File: src/rtl/multi_timer_if.sv
// Register-window bus of the multi-channel timer.
// Word address, write strobe, write data and read data.
interface multi_timer_if;
  logic [6:2]  PrAddr;
  logic        Wr_en;
  logic [31:0] Data_in;
  logic [31:0] Data_out;

  modport master (
    output PrAddr,
    output Wr_en,
    output Data_in,
    input  Data_out
  );

  modport slave (
    input  PrAddr,
    input  Wr_en,
    input  Data_in,
    output Data_out
  );
endinterface

File: src/rtl/multi_timer.sv
// Multi-channel down-counting timer with one-shot,
// auto-reload and PWM modes and a shared IRQ line.
module multi_timer #(
  parameter int NUM_CH = 2,
  parameter int CNT_W  = 32
) (
  input  logic              clk,
  input  logic              reset,
  multi_timer_if.slave      bus,
  output logic              IRQ,
  output logic [NUM_CH-1:0] pwm_out
);

  typedef enum logic [1:0] {
    S_IDLE,
    S_LOAD,
    S_CNT
  } st_e;

  localparam logic [1:0] M_ONE = 2'd0;
  localparam logic [1:0] M_PWM = 2'd2;
  localparam logic [1:0] M_RSV = 2'd3;
  localparam logic [CNT_W-1:0] C_ONE = CNT_W'(1);
  localparam logic [CNT_W-1:0] C_ZERO = '0;

  logic [4:0]       word;
  logic [3:0]       ctrl   [NUM_CH];
  logic [CNT_W-1:0] preset [NUM_CH];
  logic [CNT_W-1:0] count  [NUM_CH];
  logic [CNT_W-1:0] cmp    [NUM_CH];
  st_e              state    [NUM_CH];
  st_e              state_nx [NUM_CH];

  logic [NUM_CH-1:0] pend;
  logic [NUM_CH-1:0] im;
  logic [NUM_CH-1:0] w1c;
  logic [NUM_CH-1:0] wr_ctrl;
  logic [NUM_CH-1:0] wr_pre;
  logic [NUM_CH-1:0] wr_cmp;
  logic [NUM_CH-1:0] run;
  logic [NUM_CH-1:0] tc;
  logic [NUM_CH-1:0] ost;
  logic [NUM_CH-1:0] ld;
  logic [NUM_CH-1:0] dec;
  logic [31:0]       rdata;

  assign word = bus.PrAddr;

  // Write decode; run reflects the CTRL value after this edge
  always_comb begin
    wr_ctrl = '0;
    wr_pre  = '0;
    wr_cmp  = '0;
    w1c     = '0;
    run     = '0;
    if (bus.Wr_en && word == 5'd16)
      w1c = bus.Data_in[NUM_CH-1:0];
    for (int c = 0; c < NUM_CH; c++) begin
      if (bus.Wr_en && !word[4] &&
          word[3:2] == 2'(c)) begin
        wr_ctrl[c] = word[1:0] == 2'd0;
        wr_pre[c]  = word[1:0] == 2'd1;
        wr_cmp[c]  = word[1:0] == 2'd3;
      end
      run[c] = wr_ctrl[c]
        ? (bus.Data_in[0] &&
           bus.Data_in[2:1] != M_RSV)
        : (ctrl[c][0] &&
           ctrl[c][2:1] != M_RSV);
    end
  end

  // Channel FSM state register
  always_ff @(posedge clk or negedge reset) begin
    if (!reset) begin
      for (int c = 0; c < NUM_CH; c++)
        state[c] <= S_IDLE;
    end else begin
      for (int c = 0; c < NUM_CH; c++)
        state[c] <= state_nx[c];
    end
  end

  // Channel FSM next-state logic
  always_comb begin
    for (int c = 0; c < NUM_CH; c++) begin
      state_nx[c] = state[c];
      unique case (state[c])
        S_IDLE:
          if (run[c]) state_nx[c] = S_LOAD;
        S_LOAD:
          state_nx[c] =
            (!run[c] || preset[c] == C_ZERO)
            ? S_IDLE : S_CNT;
        S_CNT:
          if (!run[c] ||
              (count[c] == C_ONE &&
               ctrl[c][2:1] == M_ONE))
            state_nx[c] = S_IDLE;
        default:
          state_nx[c] = S_IDLE;
      endcase
    end
  end

  // Channel FSM outputs: load, decrement, terminal strobes
  always_comb begin
    tc  = '0;
    ost = '0;
    ld  = '0;
    dec = '0;
    for (int c = 0; c < NUM_CH; c++) begin
      unique case (1'b1)
        state[c] == S_LOAD && run[c]: begin
          ld[c]  = 1'b1;
          tc[c]  = preset[c] == C_ZERO;
          ost[c] = preset[c] == C_ZERO;
        end
        state[c] == S_CNT && run[c] &&
        count[c] == C_ONE: begin
          tc[c]  = 1'b1;
          ost[c] = ctrl[c][2:1] == M_ONE;
          ld[c]  = ctrl[c][2:1] != M_ONE;
        end
        state[c] == S_CNT && run[c] &&
        count[c] != C_ONE:
          dec[c] = 1'b1;
        default: ;
      endcase
    end
  end

  // Registers, counters, pending bits and PWM outputs
  always_ff @(posedge clk or negedge reset) begin
    if (!reset) begin
      pend    <= '0;
      pwm_out <= '0;
      for (int c = 0; c < NUM_CH; c++) begin
        ctrl[c]   <= '0;
        preset[c] <= '0;
        count[c]  <= '0;
        cmp[c]    <= '0;
      end
    end else begin
      pend <= (pend & ~w1c) | tc;
      for (int c = 0; c < NUM_CH; c++) begin
        if (wr_ctrl[c])
          ctrl[c] <= bus.Data_in[3:0];
        else if (ost[c])
          ctrl[c][0] <= 1'b0;
        if (wr_pre[c])
          preset[c] <= bus.Data_in[CNT_W-1:0];
        if (wr_cmp[c])
          cmp[c] <= bus.Data_in[CNT_W-1:0];
        if (ost[c])
          count[c] <= '0;
        else if (ld[c])
          count[c] <= preset[c];
        else if (dec[c])
          count[c] <= count[c] - C_ONE;
        pwm_out[c] <= state[c] == S_CNT &&
                      ctrl[c][2:1] == M_PWM &&
                      count[c] > cmp[c];
      end
    end
  end

  // Combinational read mux and interrupt mask
  always_comb begin
    rdata = '0;
    im    = '0;
    if (word == 5'd16)
      rdata[NUM_CH-1:0] = pend;
    for (int c = 0; c < NUM_CH; c++) begin
      im[c] = ctrl[c][3];
      if (!word[4] && word[3:2] == 2'(c)) begin
        unique case (word[1:0])
          2'd0:    rdata = {28'd0, ctrl[c]};
          2'd1:    rdata = 32'(preset[c]);
          2'd2:    rdata = 32'(count[c]);
          default: rdata = 32'(cmp[c]);
        endcase
      end
    end
  end

  assign bus.Data_out = rdata;
  assign IRQ = |(pend & im);

endmodule

File: src/flat_wrapper.sv
// flat-port wrapper written by rule: the top's interface ports become plain ports
module multi_timer_flat 
#(
  parameter int NUM_CH = 2,
  parameter int CNT_W  = 32
)
  (clk, reset, IRQ, pwm_out, bus_PrAddr, bus_Wr_en, bus_Data_in, bus_Data_out);
  multi_timer_if bus_i ();
  input  logic clk;
  input  logic reset;
  output logic IRQ;
  output logic [NUM_CH-1:0] pwm_out;
  input wire logic [$bits(bus_i.PrAddr)-1:0] bus_PrAddr;
  input wire logic [$bits(bus_i.Wr_en)-1:0] bus_Wr_en;
  input wire logic [$bits(bus_i.Data_in)-1:0] bus_Data_in;
  output wire logic [$bits(bus_i.Data_out)-1:0] bus_Data_out;
  assign bus_i.PrAddr = bus_PrAddr;
  assign bus_i.Wr_en = bus_Wr_en;
  assign bus_i.Data_in = bus_Data_in;
  assign bus_Data_out = bus_i.Data_out;
  multi_timer #(.NUM_CH(NUM_CH), .CNT_W(CNT_W)) u_core (.clk(clk), .reset(reset), .bus(bus_i), .IRQ(IRQ), .pwm_out(pwm_out));
endmodule
File: config.mk
export PLATFORM = sky130hd
export DESIGN_NAME = multi_timer_flat
export DESIGN_NICKNAME = d
export VERILOG_FILES = /design/src/rtl/multi_timer_if.sv /design/src/rtl/multi_timer.sv /design/src/flat_wrapper.sv
export SDC_FILE = /design/constraint.sdc
export NUM_CORES = 1
export LEC_CHECK = 0
export ABC_AREA = 1
export CAP_MARGIN = 10
export CORE_ASPECT_RATIO = 1.25
export CORE_MARGIN = 2
export CORE_UTILIZATION = 50
export DETAILED_ROUTE_END_ITERATION = 10
export PLACE_DENSITY = 0.68
export SYNTH_ARGS = -nofsm -noshare
export SYNTH_HDL_FRONTEND = slang
export SYNTH_SLANG_ARGS = --single-unit
File: constraint.sdc
create_clock -name clk -period 3.04 [get_ports clk]
set_input_delay 0.456 -clock clk [delete_from_list [all_inputs] [get_ports clk]]
set_output_delay 0.456 -clock clk [all_outputs]
set_load 0.01 [all_outputs]
# After elaboration in Yosys (flattened, before gate mapping)
# Index checks and enable logic that the tools add are counted.
# totals
register_bits	208
word_cells	131
inputBits	40
# classes
bitwise_logic	4
addsub	2
magnitude_cmp	2
muxes	40
n_eq_ne	22
n_reduce_logical	47
# op_table
op	n
$mux W32	8
$pmux W32 S3	2
$eq A32 B1 Y1 const B	2
$gt A32 B32 Y1	2
$logic_not A32 Y1	2
$ne A32 B1 Y1 const B	2
$sub A32 B1 Y32 const B	2
$logic_and A1 B1 Y1	23
$mux W2	8
$mux W1	14
$eq A2 B2 Y1 const B	6
$logic_not A2 Y1	6
$pmux W1 S2	6
$pmux W2 S3	2
$eq A2 B1 Y1 const B	4
$ne A2 B1 Y1 const B	4
$reduce_bool A2 Y1	4
$ne A2 B2 Y1 const B	3
$reduce_bool A3 Y1	2
$eq A5 B5 Y1 const B	1
$and A2 B2 Y2	2
$logic_or A1 B1 Y1	4
$reduce_and A2 Y1	2
$logic_not A1 Y1	3
3 further kinds	3

# Depth between registers and ports, before layout
# depth
depth_word	11
ltp_mapped	12

# Worst setup path before layout
# Ideal clock, no wire load.
# synth_timing
path_type	input to output
start	input bus_PrAddr[2]
end	output bus_Data_out[10]
path_stages	6
path_buffers	1
arrival_ps	1548
path_slack_ps	1036
required_time_ps	2584
path_cell_list	inv_1 > nand2_1 > nor2_1 > clkinv_1 > clkbuf_1 > o22ai_1
# synth_between
elab_chain_len	4
# synth_rtl
item	line_no	text
start: declaration	flat_wrapper.sv:13	input wire logic [$bits(bus_i.PrAddr)-1:0] bus_PrAddr;
$logic_not A2 Y1	multi_timer.sv:176	if (!word[4] && word[3:2] == 2'(c)) begin
$logic_and A1 B1 Y1	multi_timer.sv:176	
$mux W32	multi_timer.sv:176	
$mux W32 *	multi_timer.sv:176	
end: declaration	flat_wrapper.sv:16	output wire logic [$bits(bus_i.Data_out)-1:0] bus_Data_out;
# Every way passes the cells marked *; elsewhere a longest branch is shown, timed or not.

# Worst setup path in the final report
# layout_timing
start	input bus_PrAddr[2]
end	output bus_Data_out[12]
# Same word-level chain as after synthesis.

==> run metrics <==
CP Max Fanout=22; Clock H-tree levels=1; CTS clk-pin slew, worst paths=0.06 ns; Synth Cell Area=13800 um2; reg2reg start=u_core.count[0]; multiplexer area fraction after synthesis=0%; global-route wire length before repair=72200 um; Layout fillers=2528; xor/xnor share of the synthesized area=2.16%; CP required=2.58 ns; die height=190 um; gpl congestion=0.981; Critical Path Source Type=primary input; GR Overflow Total=0; Final Hold Viols=0; antenna cells=0; max cap viols=0; Syn. warnings=0; Row Count=67; clock buffer count from CTS=24; Crit-path slowest cell=clkdlybuf4s50_1; Multi-input gate area=7280 um2; layout cells sized above 1=5.97%; number of setup buffers added after CTS=0; Worst-Margin Slew=0.788 ns; Nets=2169; Slew Limit Fails=0; Syn Area/Cell=6.93 um2; post-synthesis compound-gate area fraction=14.1%; status=completed; Pwr Density=850 nW/um2; Crit. Startpoint=bus_PrAddr[2]; dpl cells=2379; Final Skew=0.00870 ns; TNS Setup=0 ns; most instantiated cells after synthesis=577 x nand2_1, 249 x inv_1, 208 x dfrtp_1, 195 x o21ai_0, 165 x nor2_1; width of the die=152 um; FF+latch count, synth=208; via/cell ratio=5.65; async set or reset register ratio after synthesis=100%; IO Pins=75; R2R setup slack=0.67 ns; adder-cell share of the synthesized area=6.18%; sequential-to-total area share from yosys stat=37.8%; main combinational cell family by area after synthesis=simple AND/OR/NAND/NOR gates; DR DRC count=0; Pre-Repair DR Iteration Count=5; antenna viol nets, final=0; 1st-iter DRT viols=1075; final worst-path cycle share=97.5%; Root Driver=clkbuf_16; worst hold path startpoint=u_core.state[2]; number of synthesized flops with an enable pin=0; unique cell type count in the Yosys netlist=37; Worst Hold Class=reg -> reg; Tmin final=2.96 ns; Die ar.=28900 um2; relative slew slack=47.5%; post-synth top area share=37.8%; leading area contributor after synthesis=dfrtp_1; non-filler cells in the finished layout=2421; largest net degree at the start of global routing=89; fmax=0.338 GHz; Detailed Route WL=45900 um; Worst Setup Slack post-DPL=-0.00866 ns; number of global-route vias before repair=13.3k; Initial Utilization=51.0%; simple-gate area share of the yosys netlist=30.2%; most frequent CP cell=clkdlybuf4s50_1; final instance area=16100 um2; DP HPWL=34400 um; total area of sequential cells=5200 um2; DP Area=15200 um2; synth top area cells=dfrtp_1 38%, nand2_1 16%, o21ai_0 7.1%; total core area=27000 um2; top-count cell post-synth=nand2_1; leak pwr=0.00794 uW; Setup WS post-layout=0.0774 ns; Max stage delay on crit path=0.61 ns; initial antenna violation count=0; Net Count, Synth=2095; final setup violation count=0; Post-Synthesis Cells=1987; Layout area overhead=16.9%; critical-path cell list=clkdlybuf4s50_1 > inv_1 > nand2_1 > nor2_1 > clkinv_1 > buf_12 > o22ai_1 > clkdlybuf4s50_1; drt wl/cell=19.0 um; count of input and output buffers=74; CP Class=in -> out; DR vias=13.7k; WP data arrival=2.51 ns; CTS tree=done; CP Capture Type=output port; unrepaired setup endpoints after global routing=false; worst skew pair latency=0.53 ns; total track usage=31.3%; peak supply drop=0.000680 V; prevailing post-synth register cell=dfrtp_1; CTS sink cnt=208; clk buf depth=3
## power breakdown
group / internal (uW) / total [uW] / switching [uW]
combinational: 2260 / 6230 / 3970
clock: 1820 / 3040 / 1210
sequential: 3450 / 4420 / 977
## final timing paths
kind,cells past startpoint,to
setup reg to reg,9,u_core.count[16]
max in group asynchronous,3,u_core.cmp[61]
hold reg to reg,1,u_core.state[2]
setup / recovery,8,bus_Data_out[12]
min in group asynchronous,2,u_core.state[1]
hold / removal,1,u_core.state[2]
## logic make-up (layout without fill, tap and decap cells)
| kind of cell | Yosys count | after routing |
|---|---|---|
| simple gates | 978 | 978 |
| fa+ha+maj | 68 | 68 |
| compound gates | 363 | 363 |
| xor+xnor | 34 | 34 |
| flops | 208 | 208 |
| buf+inv | 336 | 425 |
## registers in the layout, summed over array words and instances, names as in the netlist
signal / flops
u_core.count: 64
u_core.preset: 64
u_core.pend: 2
u_core.state: 4
u_core.cmp: 64
u_core.pwm_out: 2
u_core.ctrl: 8
## metrics by stage
stage	hold slack [ns]	power, uW	util, %
final	0.427	13700	59.7
after global routing	0.454	14800	59.7
after CTS	0.431	13600	59.6
after detailed placement	0.422	10500	56.5
after global placement	0.420	10400	56.5
after floorplan	0.160	8560	-
## final cells by class
cell class / instances / share of cell area, %
inverter: 259 / 6.06
clock inverter: 10 / 0.863
timing repair buffer: 125 / 8.66
tap: 345 / 2.68
multi-input combinational: 1443 / 45.2
sequential: 208 / 32.3
clock buffer: 31 / 4.21
## routing by layer
layer	vias to the layer above	wire [um]	part of all wire (%)	global-route usage, %
met5	-	0	0	0
li1	6612	-	-	-
met4	0	2260	4.9	14.9
met1	6375	19500	42	42.1
met3	123	3110	6.8	4.05
met2	569	21100	46	50.6
## placed cells by master, fill, tap and decap left out, types with 5 or more instances in the layout
| cell | synthesis | layout |
|---|---|---|
| inv_2 | 7 | 7 |
| dfrtp_1 | 208 | 208 |
| buf_12 | 0 | 21 |
| ha_1 | 68 | 68 |
| nor3_1 | 21 | 21 |
| nor2_4 | 5 | 5 |
| xnor2_1 | 7 | 7 |
| clkbuf_16 | 0 | 25 |
| nand3b_1 | 23 | 23 |
| xor2_1 | 27 | 27 |
| o21ai_0 | 195 | 195 |
| nand4_1 | 31 | 31 |
| nand3_1 | 141 | 141 |
| inv_1 | 249 | 249 |
| o22ai_1 | 54 | 51 |
| o221ai_1 | 5 | 5 |
| nand2_2 | 3 | 7 |
| nor2_2 | 4 | 6 |
| clkdlybuf4s50_1 | 0 | 70 |
| a21oi_1 | 92 | 92 |
| nor2_1 | 165 | 163 |
| nand2_1 | 577 | 573 |
| buf_4 | 9 | 29 |
## critical path, delay by kind of cell
kind / cells / cell delay [ns]
buf+inv: 5 / 1.48
compound gates: 1 / 0.30
simple gates: 2 / 0.26
## timing repair
action / in CTS / in global routing
hold buffers: 1 / 0
hold endpoints to repair: 33 / 0
endpoints found under the setup margin: 6 / 21
resized for setup: 4 / 4
(Power assumes the default switching activity.)
